==> src/rtl/log_calc_arbiter.sv <==
// Round-robin front end sharing one pipelined log unit among NUM_REQ requesters.
// A tag pipeline tracks which requester owns each in-flight result.

module log_calc_tag_stage #(
  parameter int ID_WIDTH = 2
) (
  input  logic                clock,
  input  logic                reset,
  input  logic                en,
  input  logic                vld_d,
  input  logic [ID_WIDTH-1:0] id_d,
  output logic                vld_q,
  output logic [ID_WIDTH-1:0] id_q
);
  always_ff @(posedge clock or posedge reset) begin
    if (reset) begin
      vld_q <= 1'b0;
      id_q  <= '0;
    end else if (en) begin
      vld_q <= vld_d;
      id_q  <= id_d;
    end
  end
endmodule

module log_calc_arbiter #(
  parameter int BIT_WIDTH   = 32,
  parameter int NUM_REQ     = 4,
  parameter int ID_WIDTH    = 2,
  parameter int LOG_LATENCY = 2
) (
  input  logic                         clock,
  input  logic                         reset,
  input  logic [NUM_REQ-1:0]           req_valid,
  input  logic [NUM_REQ*BIT_WIDTH-1:0] req_x,
  output logic [NUM_REQ-1:0]           req_ready,
  output logic [BIT_WIDTH-1:0]         log_in_x,
  output logic                         log_enable,
  input  logic [BIT_WIDTH-1:0]         log_x,
  output logic                         rsp_valid,
  output logic [ID_WIDTH-1:0]          rsp_id,
  output logic [BIT_WIDTH-1:0]         rsp_log,
  input  logic                         rsp_ready,
  output logic [ID_WIDTH:0]            in_flight
);
  localparam int L = LOG_LATENCY;

  logic [NUM_REQ-1:0][BIT_WIDTH-1:0] req_x_a;
  logic [L-1:0]                      vld_pipe, vld_d;
  logic [L-1:0][ID_WIDTH-1:0]        id_pipe, id_d;
  logic [ID_WIDTH-1:0]               rr_ptr, rr_nxt, gnt_idx;
  logic                              gnt_vld;
  logic [BIT_WIDTH-1:0]              x_hold, gnt_x;
  int                                idx;

  assign req_x_a    = req_x;
  assign log_enable = !(rsp_valid && !rsp_ready);
  assign rsp_valid  = vld_pipe[L-1];
  assign rsp_id     = id_pipe[L-1];
  assign rsp_log    = log_x;

  // Walk the rotation backwards so the requester closest to rr_ptr wins.
  always_comb begin
    gnt_vld = 1'b0;
    gnt_idx = '0;
    idx     = 0;
    if (log_enable && !reset) begin
      for (int i = NUM_REQ - 1; i >= 0; i--) begin
        idx = (int'(rr_ptr) + i) % NUM_REQ;
        if (req_valid[idx]) begin
          gnt_vld = 1'b1;
          gnt_idx = idx[ID_WIDTH-1:0];
        end
      end
    end
  end

  always_comb begin
    req_ready = '0;
    gnt_x     = req_x_a[gnt_idx];
    rr_nxt    = gnt_idx + 1'b1;
    if (int'(gnt_idx) == NUM_REQ - 1) rr_nxt = '0;
    if (gnt_vld) req_ready[gnt_idx] = 1'b1;
  end

  // The unit's first stage samples every clock, so its input must hold across stalls.
  assign log_in_x = gnt_vld ? gnt_x : x_hold;

  always_ff @(posedge clock or posedge reset) begin
    if (reset) begin
      rr_ptr <= '0;
      x_hold <= '0;
    end else if (gnt_vld) begin
      rr_ptr <= rr_nxt;
      x_hold <= gnt_x;
    end
  end

  always_comb begin
    vld_d[0] = gnt_vld;
    id_d[0]  = gnt_idx;
    for (int k = 1; k < L; k++) begin
      vld_d[k] = vld_pipe[k-1];
      id_d[k]  = id_pipe[k-1];
    end
  end

  for (genvar k = 0; k < L; k++) begin : g_tag
    log_calc_tag_stage #(.ID_WIDTH(ID_WIDTH)) u_stage (
      .clock (clock),
      .reset (reset),
      .en    (log_enable),
      .vld_d (vld_d[k]),
      .id_d  (id_d[k]),
      .vld_q (vld_pipe[k]),
      .id_q  (id_pipe[k])
    );
  end

  always_comb begin
    in_flight = '0;
    for (int k = 0; k < L; k++) in_flight = in_flight + (ID_WIDTH+1)'(vld_pipe[k]);
  end
endmodule
==> config.mk <==
export PLATFORM = sky130hd
export DESIGN_NAME = log_calc_arbiter
export DESIGN_NICKNAME = d
export VERILOG_FILES = /design/src/rtl/log_calc_arbiter.sv
export SDC_FILE = /design/constraint.sdc
export NUM_CORES = 1
export LEC_CHECK = 0
export CORE_UTILIZATION = 30
export CTS_CLUSTER_DIAMETER = 50
export DETAILED_ROUTE_END_ITERATION = 10
export GPL_ROUTABILITY_DRIVEN = 0
export PLACE_DENSITY_LB_ADDON = 0.1
export SLEW_MARGIN = 20
export SYNTH_ARGS = -nofsm -noshare
export SYNTH_HDL_FRONTEND = slang
export SYNTH_SLANG_ARGS = --single-unit
==> constraint.sdc <==
create_clock -name clock -period 2.75 [get_ports clock]
set_input_delay 0.4125 -clock clock [delete_from_list [all_inputs] [get_ports clock]]
set_output_delay 0.4125 -clock clock [all_outputs]
set_load 0.02 [all_outputs]
* After elaboration in Yosys (flattened, before gate mapping) *
Index checks and enable logic that the tools add are counted.
W data, S select, Z words.

storage, ports and cells
  word-level logic and storage cells = 58
  register bits after elaboration = 40
  input bits = 167

operators by class
  magnitude comparators = 6
  eq/ne operators = 1
  multiplexer cells = 28
  add/subtract/negate cells = 5
  bitwise gates (word level) = 3
  reductions and logical operators = 9

operators with widths
  kind                   count
  $bmux W32 S2           1
  $mux W32               2
  $mux W1                13
  $lt A3 B4 Y1 const B   3
  $mux W2                6
  $bmux W1 S2            4
  $lt A2 B3 Y1 const B   2
  $reduce_or A2 Y1       3
  $add A2 B1 Y2 const B  2
  $add A2 B2 Y2 const B  2
  $mux W4                1
  $and A1 B1 Y1 const A  3
  $logic_and A1 B1 Y1    3
  $logic_not A1 Y1       3
  $add A1 B1 Y2          1
  $demux W1 S2           1
  $eq A2 B1 Y1 const B   1
  $ge A2 B1 Y1 const B   1

* Depth between registers and ports, before layout *
Gate-level depths: netlist of run 1.

  word-level depth = 16
  depth in mapped cells = 7

* By module *
Synthesis of run 1 repeated with hierarchy kept, for this count alone.

second synthesis, totals
  cells, all modules = 266
  area, all modules = 2,748.9 um^2

modules (own cells, without submodules)
  module              sequential area each (um^2)  cells each  area an instance (um^2)  times used
  log_calc_arbiter    850.8                        252         2,523.7                  1
  log_calc_tag_stage  75.1                         7           112.6                    2

* Least setup slack after synthesis of run 1 *
OpenSTA, ideal clock, no wires.

  path kind = input-to-output
  start point = in reset
  end point = out log_in_x[15]
  setup slack = -90 ps
  stages on the path = 6
  buffers on the path = 1
  data arrival time = 2,428 ps
  cells stage by stage = inv_1 -> nand3_2 -> a21oi_1 -> buf_2 -> o211ai_1 -> nand3_1

between the ends
  word-level cells in the longest chain between the ends = 6
  elaborated cells on any way between the ends = 7

RTL lines
  item                                   RTL line  source
  start: declaration                     33        input logic reset,
  $logic_not A1 Y1 (no source line) (*)  -
  $logic_and A1 B1 Y1 (*)                67        if (log_enable && !reset) begin
  $mux W2                                67
  $bmux W32 S2                           80        gnt_x = req_x_a[gnt_idx];
  $mux W32 (implied by the code)         80
  $mux W32 (*)                           -
  end: declaration                       37        output logic [BIT_WIDTH-1:0] log_in_x,

Mark *: on every way between the ends. The rest lies on a longest branch, timed or not. The select of a mux whose other input is x is not followed.

* Worst setup path after layout of run 1 *
  start point = reg rr_ptr[1]
  end point = out log_in_x[15]

between the ends
  word-level cells in the longest chain between the ends = 12
  elaborated cells on any way between the ends = 27

RTL lines
  item                                        RTL line  source
  start: declaration                          51        logic [ID_WIDTH-1:0] rr_ptr, rr_nxt, gnt_idx;
  start signal: assignment                    94        rr_ptr <= rr_nxt;
  $add A2 B2 Y2                               69        idx = (int'(rr_ptr) + i) % NUM_REQ;
  $bmux W1 S2                                 70        if (req_valid[idx]) begin
  $mux W1 (implied by the code) (2 in a row)  70
  $mux W2 (4 in a row)                        70
  $mux W2                                     67
  $bmux W32 S2                                80
  $mux W32 (implied by the code)              80
  $mux W32 (*)                                -

Marked as above.

==> metrics.md, run 1 <==
| Metric | Value |
|---|---|
| R2R setup slack | 160 ps |
| Setup crit start kind | register |
| Unique cell type count in the Yosys netlist | 26 |
| Worst-path clk slew | 90 ps |
| Initial Util | 0.311 |
| Fin. max-slew vios | 0 |
| Cell taking the most area after synthesis | dfrtp_1 |
| Power Dens Cells | 680 mW/mm² |
| Crit. End Element | primary output |
| Final worst setup slack | 93.4 ps |
| RSZ-0062 raised after global routing | no |
| Max Root-Sink Buffers | 2 |
| Full die area | 0.0106 mm² |
| Post-Syn Area | 0.00306 mm² |
| Fmax | 0.376 GHz |
| # DRC | 0 |
| Syn Area/Cell | 7.90 µm² |
| ANT cells | 0 |
| Fin area | 0.00531 mm² |
| Port buffer count | 176 |
| Crit-path cells | or4_4 -> a21boi_4 -> buf_4 -> buf_6 -> buf_16 -> a32oi_1 -> nand3_1 -> buf_4 |
| Nets@finish | 737 |
| Synthesized flop and latch total | 40 |
| Ratio of cells with drive above 1 in the final layout | 0.214 |
| CP Data Required Time | 2340 ps |
| Die X | 103 µm |
| Placed insts | 672 |
| YS warnings | 0 |
| Die H | 103 µm |
| Post-Place Cell Area | 0.00507 mm² |
| Critical path type | register to primary output |
| Cells on worst reg2reg path | 13 |
| Rel. slew slack | 0.633 |
| Worst-margin pin slew | 551 ps |
| Min cycle time layout | 2660 ps |
| Leak | 2.41 nW |
| Cell repeated most along the worst path | buf_4 |
| DR pass1 iterations | 4 |
| Critical path's largest stage delay | 600 ps |
| Initial antenna violation count | 0 |
| Vias in the first global route | 3,725 |
| CTS tree | done |
| DP Worst Slack | -522 ps |
| CTS Hold Bufs | 0 |
| Most Crowded Layer GR | met2 |
| Slowest-stage cell, CP | or4_4 |
| Num CTS Buffers | 5 |
| Root Driver | clkbuf_8 |
| Post-route clock period utilization | 0.966 |
| Post-synthesis sequential area ratio | 0.327 |
| Critical Path Sink | log_in_x[15] |
| Met1 global-route usage | 0.288 |
| Reg2Reg Capture Point | x_hold[23] |
| Via-to-Cell Ratio | 5.19 |
| # setup viols final | 0 |
| Status | finished, final reports clean |
| Most frequent cells in the layout | clkdlybuf4s50_1 (136), buf_4 (69), nand2_1 (49) |
| Critical path fanouts, max | 11 |
| Syn_nets | 559 |
| Hpwl dp | 8.28 mm |
| DR iter-0 viols | 104 |
| Syn Inst Count | 387 |
| Clock skew | 8.07 ps |
| Worst r2r src | rr_ptr[1] |
| Detailed Route WL | 11.9 mm |
| Worst IR drop on VDD | 0.266 mV |
| Hold Fails Final Rpt | 0 |
| Worst Hold Class | register to register |
| Global-route wire length before repair | 18.5 mm |
| Synth area leaders | dfrtp_1 (33%), a32oi_1 (9.2%), buf_4 (8.8%) |
| Cell family with most CP delay | simple AND/OR/NAND/NOR gates |
| Critical path origin | rr_ptr[1] |
| Final hold slack | 472 ps |
| CTS HTree Levels | 2 |
| Buf+Inv Stages, Crit Path | 4 |
| Non-Filler Instances | 699 |
| Area Growth Syn to Fin | 73.7% |
| Area share of the largest cell type after synthesis | 0.327 |
| Critical path arrival | 2240 ps |
| I/O pin cnt | 242 |
| Clock Latency Late Sink | 300 ps |
| Row count | 36 |
| Drt wl/cell | 17.1 µm |
| Met2 Usage GRT | 0.390 |
| Hold Path Cell Cnt | 2 |
| Power Total | 3.61 mW |
| Routed via count | 3,629 |
| Global route total overflow | 0 |
| Pin count of the biggest net entering global routing | 41 |
| Core Footprint | 0.00982 mm² |
| Total Routing Usage GR | 0.227 |
| Commonest non-fill, non-tap cell in the layout | clkdlybuf4s50_1 |
| Antenna-violating nets left | 0 |
| GR Util met3 | 0.0542 |
| Worst path depth | 8 |
| Clock sink count | 40 |
| Number of max-cap violations | 0 |
power by group:
part	switching, mW	internal (mW)
clock	0.230	0.201
combinational	1.15	1.13
sequential	0.0746	0.818
per-stage QoR:
step	utilization	setup TNS [ps]
6_report	0.541	0
5_1_grt	0.541	0
4_1_cts	0.540	0
3_5_place_dp	0.517	-17000
3_3_place_gp	0.517	-16450
2_1_floorplan	-	0
worst min path at each step:
stage / from / endpoint / slack [ps]
final: g_tag[1].u_stage.id_q[0] / g_tag[1].u_stage.id_q[0] / 470
after global routing: g_tag[1].u_stage.id_q[1] / g_tag[1].u_stage.id_q[1] / 510
after CTS: g_tag[1].u_stage.id_q[1] / g_tag[1].u_stage.id_q[1] / 480
after detailed placement: g_tag[0].u_stage.id_q[0] / g_tag[1].u_stage.id_q[0] / 460
after global placement: g_tag[0].u_stage.id_q[1] / g_tag[1].u_stage.id_q[1] / 450
after floorplan: reset / g_tag[0].u_stage.id_q[0] / 400
routing by layer:
metal | share of wire | wire, µm
met5 | 0 | 0
met4 | 0.0066 | 79
met3 | 0.081 | 962
met2 | 0.48 | 5780
met1 | 0.43 | 5100
cell usage after synthesis (all sizes together):
cell	count
o211ai	32
or4	2
a221o	2
ha	5
nand2b	1
o21ai	33
and2	5
a21boi	1
nand2	49
nor2b	3
and3	35
buf	48
inv	6
a21oi	34
nor2	2
a32oi	32
nand3	33
clkbuf	22
dfrtp	40
conb	1
o21bai	1
sequential cells by signal, indices dropped and copies added, names as in the netlist:
| name | count |
|---|---|
| x_hold | 32 |
| g_tag.u_stage.vld_q | 2 |
| g_tag.u_stage.id_q | 4 |
| rr_ptr | 2 |
area by class of cell:
cell class	count	area, µm²
multi-input combinational	271	1670
clock inverter	2	10.0
tap	133	166
sequential	40	1000
clock buffer	6	82.6
timing repair buffer	241	2350
inverter	6	26.3
fill	997	4510
cell families (layout without fill, tap and decap cells):
group,after synthesis,in the layout,synth area share
compound gates,135,135,0.295
fa+ha+maj,5,5,0.0205
buf+inv,76,255,0.141
flops,40,40,0.327
other cells,1,1,0.00123
simple gates,130,130,0.214
tightest hold or removal path, cell delays in order, from the launching register on:
cell and delay, ps:
dfrtp_1 350, nand2_1 50, nand2_1 40
timing repair:
item	CTS	global route
resized for setup	192	9
pin swaps	17	3
buffers inserted	17	0
gates cloned	2	0
setup endpoints to repair	36	19
endpoints found under the hold margin	0	0
No activity file was read; power rests on OpenSTA's default activity.
==> run 2, diff against run 1 <==
--- a/config.mk
+++ b/config.mk
@@ -9,6 +9,7 @@
 export CTS_CLUSTER_DIAMETER = 50
 export DETAILED_ROUTE_END_ITERATION = 10
 export GPL_ROUTABILITY_DRIVEN = 0
+export MAX_ROUTING_LAYER = met4
 export PLACE_DENSITY_LB_ADDON = 0.1
 export SLEW_MARGIN = 20
 export SYNTH_ARGS = -nofsm -noshare
==> run 2 against run 1 <==
Register-to-register slack about the same. Cell area is the same. Non-clock buffer count did not move. Flip-flop and latch count stayed put. Sequential power about the same. Highest routed layer unchanged. Largest cell class unchanged. Total power increased by 0.12%. Critical path depth did not move. Fmax about the same. Critical path type unchanged.
==> metrics.md, run 2 (synthesis gave the netlist of run 1 again) <==
| Metric | Value |
|---|---|
| Commonest non-fill, non-tap cell in the layout | clkdlybuf4s50_1 |
| Core Footprint | 0.00982 mm² (unchanged) |
| Worst r2r src | rr_ptr[1] |
| Clock sink count | 40 (unchanged) |
| Critical path arrival | 2240 ps (about the same) |
| Root Driver | clkbuf_8 |
| Area Growth Syn to Fin | 73.7% (unchanged) |
| Final worst setup slack | 94.0 ps (+0.624 ps) |
| Fin. max-slew vios | 0 (unchanged) |
| Vias in the first global route | 3,735 (+0.27%) |
| CTS HTree Levels | 2 (unchanged) |
| Global route total overflow | 0 (unchanged) |
| Max Root-Sink Buffers | 2 (unchanged) |
| Critical Path Sink | log_in_x[15] |
| Detailed Route WL | 12.0 mm (+0.81%) |
| DR WL met2 | 5.84 mm (+1.1%) |
| Antenna-violating nets left | 0 (unchanged) |
| Initial Util | 0.311 (unchanged) |
| Switching power of the nets | 1.46 mW (+0.31%) |
| Power Dens Cells | 681 mW/mm² (+0.12%) |
| Met3 WL | 850 µm (-12%) |
| Worst Hold Class | register to register |
| Total Routing Usage GR | 0.234 (+0.00699) |
| Critical path fanouts, max | 11 (unchanged) |
| Setup crit start kind | register |
| Row count | 36 (unchanged) |
| Hold Fails Final Rpt | 0 (unchanged) |
| Num CTS Buffers | 5 (unchanged) |
| Min cycle time layout | 2660 ps (-0.624 ps) |
| Initial antenna violation count | 0 (unchanged) |
| Status | finished, final reports clean |
| Most frequent cells in the layout | clkdlybuf4s50_1 (136), buf_4 (69), nand2_1 (49) |
| Nets@finish | 737 (unchanged) |
| DP Worst Slack | -522 ps (unchanged) |
| Crit. End Element | primary output |
| Power Total | 3.61 mW (+0.12%) |
| Post-layout util | 0.541 (unchanged) |
| Critical path origin | rr_ptr[1] |
| Non-Filler Instances | 699 (unchanged) |
| Worst-margin pin slew | 555 ps (+4.17 ps) |
| Combinational power share | 0.634 (about the same) |
| Drt wl/cell | 17.2 µm (+0.81%) |
| Reg2Reg Capture Point | x_hold[23] |
| Largest Register | x_hold |
| RSZ-0062 raised after global routing | no |
| Final hold slack | 472 ps (+0.0290 ps) |
| Worst IR drop on VDD | 0.266 mV (about the same) |
| Ratio of cells with drive above 1 in the final layout | 0.214 (unchanged) |
| Flop pwr share | 0.247 (about the same) |
| Global-route wire length before repair | 18.5 mm (about the same) |
| Post-route clock period utilization | 0.966 (about the same) |
| Largest register FFs | 32 (unchanged) |
| Leak | 2.41 nW (unchanged) |
| R2R setup slack | 170 ps (about the same) |
| # setup viols final | 0 (unchanged) |
| ANT cells | 0 (unchanged) |
| Placed insts | 672 (unchanged) |
| Power Internal | 2.15 mW (about the same) |
| Pin count of the biggest net entering global routing | 41 (unchanged) |
| DR iter-0 viols | 106 (+1.9%) |
| Number of max-cap violations | 0 (unchanged) |
| Cells on worst reg2reg path | 13 (unchanged) |
| Top layer in use | met4 |
| CP Data Required Time | 2340 ps (about the same) |
| Routed via count | 3,670 (+1.1%) |
| Clock Latency Late Sink | 300 ps (about the same) |
| Rel. slew slack | 0.630 (-0.00278) |
| Fmax | 0.377 GHz (about the same) |
| Clock skew | 7.13 ps (-0.943 ps) |
| Clock power share | 0.119 (about the same) |
| Largest regs | x_hold x32, g_tag.u_stage.id_q x4 |
| Switching Share | 0.405 (+0.000760) |
| Worst-path clk slew | 90 ps (about the same) |
| Die X | 103 µm (unchanged) |
| I/O pin cnt | 242 (unchanged) |
| Hpwl dp | 8.28 mm (unchanged) |
| Via-to-Cell Ratio | 5.25 (+1.1%) |
| Met1 Wirelength | 5.26 mm (+3.0%) |
| Critical path type | register to primary output |
| Port buffer count | 176 (unchanged) |
| # DRC | 0 (unchanged) |
| Full die area | 0.0106 mm² (unchanged) |
| Die H | 103 µm (unchanged) |
| DR pass1 iterations | 4 (unchanged) |
| CTS tree | done |
run 2: layer usage:
layer,vias to the layer above,track usage
li1,1755,-
met1,1749,0.295
met4,0,0.0488
met5,-,-
met2,158,0.390
met3,8,0.0427
run 2: worst max-delay path, cell delays in order, from the launching register on:
cell      delay [ps]
dfrtp_1          430
or4_4            600
a21boi_4         180
buf_4            130
buf_6            100
buf_16           130
a32oi_1          100
nand3_1          110
buf_4            160
run 2: cell type report:
| type | instances | area, µm² |
|---|---|---|
| fillers | 997 | 4510 |
| repair buffers | 241 | 2350 |
| multi-input cells | 271 | 1670 |
| flip-flops and latches | 40 | 1000 |
| well taps | 133 | 166 |
| clock buffers | 6 | 82.6 |
| inverters | 6 | 26.3 |
| clock inverters | 2 | 10.0 |
run 2: through the flow:
step	area [µm²]	TNS, ps
finish	5310	0
detailed placement	5070	-17000
global route	5310	0
CTS	5300	0
global placement	5070	-16450
floorplan	3060	0
run 2: how the worst min path moves through the flow:
stage / to / cells after the start / slack (ps) / from
after floorplan: g_tag[0].u_stage.id_q[0] / 1 / 400 / reset
after CTS: g_tag[1].u_stage.id_q[1] / 2 / 480 / g_tag[1].u_stage.id_q[1]
final: g_tag[1].u_stage.id_q[0] / 2 / 470 / g_tag[1].u_stage.id_q[0]
after global placement: g_tag[1].u_stage.id_q[1] / 2 / 450 / g_tag[0].u_stage.id_q[1]
after detailed placement: g_tag[1].u_stage.id_q[0] / 2 / 460 / g_tag[0].u_stage.id_q[0]
after global routing: g_tag[1].u_stage.id_q[1] / 2 / 510 / g_tag[1].u_stage.id_q[1]
run 2: power groups by stage:
stage | logic (mW) | clock network (mW) | registers, mW
2_1_floorplan | 1.09 | 0 | 0.896
3_3_place_gp | 2.16 | 0 | 0.901
3_5_place_dp | 2.17 | 0 | 0.903
4_1_cts | 2.30 | 0.441 | 0.894
5_1_grt | 2.47 | 0.466 | 0.915
6_report | 2.29 | 0.431 | 0.892
run 2: repair_timing:
item,4_1_cts,5_1_grt
pin swaps,17,3
hold buffers,0,0
resized for setup,192,9
gates cloned,2,0
setup endpoints to repair,36,19
buffers inserted,17,0
==> run 3, diff against run 2 <==
--- a/config.mk
+++ b/config.mk
@@ -6,9 +6,7 @@
 export NUM_CORES = 1
 export LEC_CHECK = 0
 export CORE_UTILIZATION = 30
-export CTS_CLUSTER_DIAMETER = 50
 export DETAILED_ROUTE_END_ITERATION = 10
-export GPL_ROUTABILITY_DRIVEN = 0
 export MAX_ROUTING_LAYER = met4
 export PLACE_DENSITY_LB_ADDON = 0.1
 export SLEW_MARGIN = 20
==> results of run 3 <==
The final DEF is identical to that of run 2; final timing and power are the same.
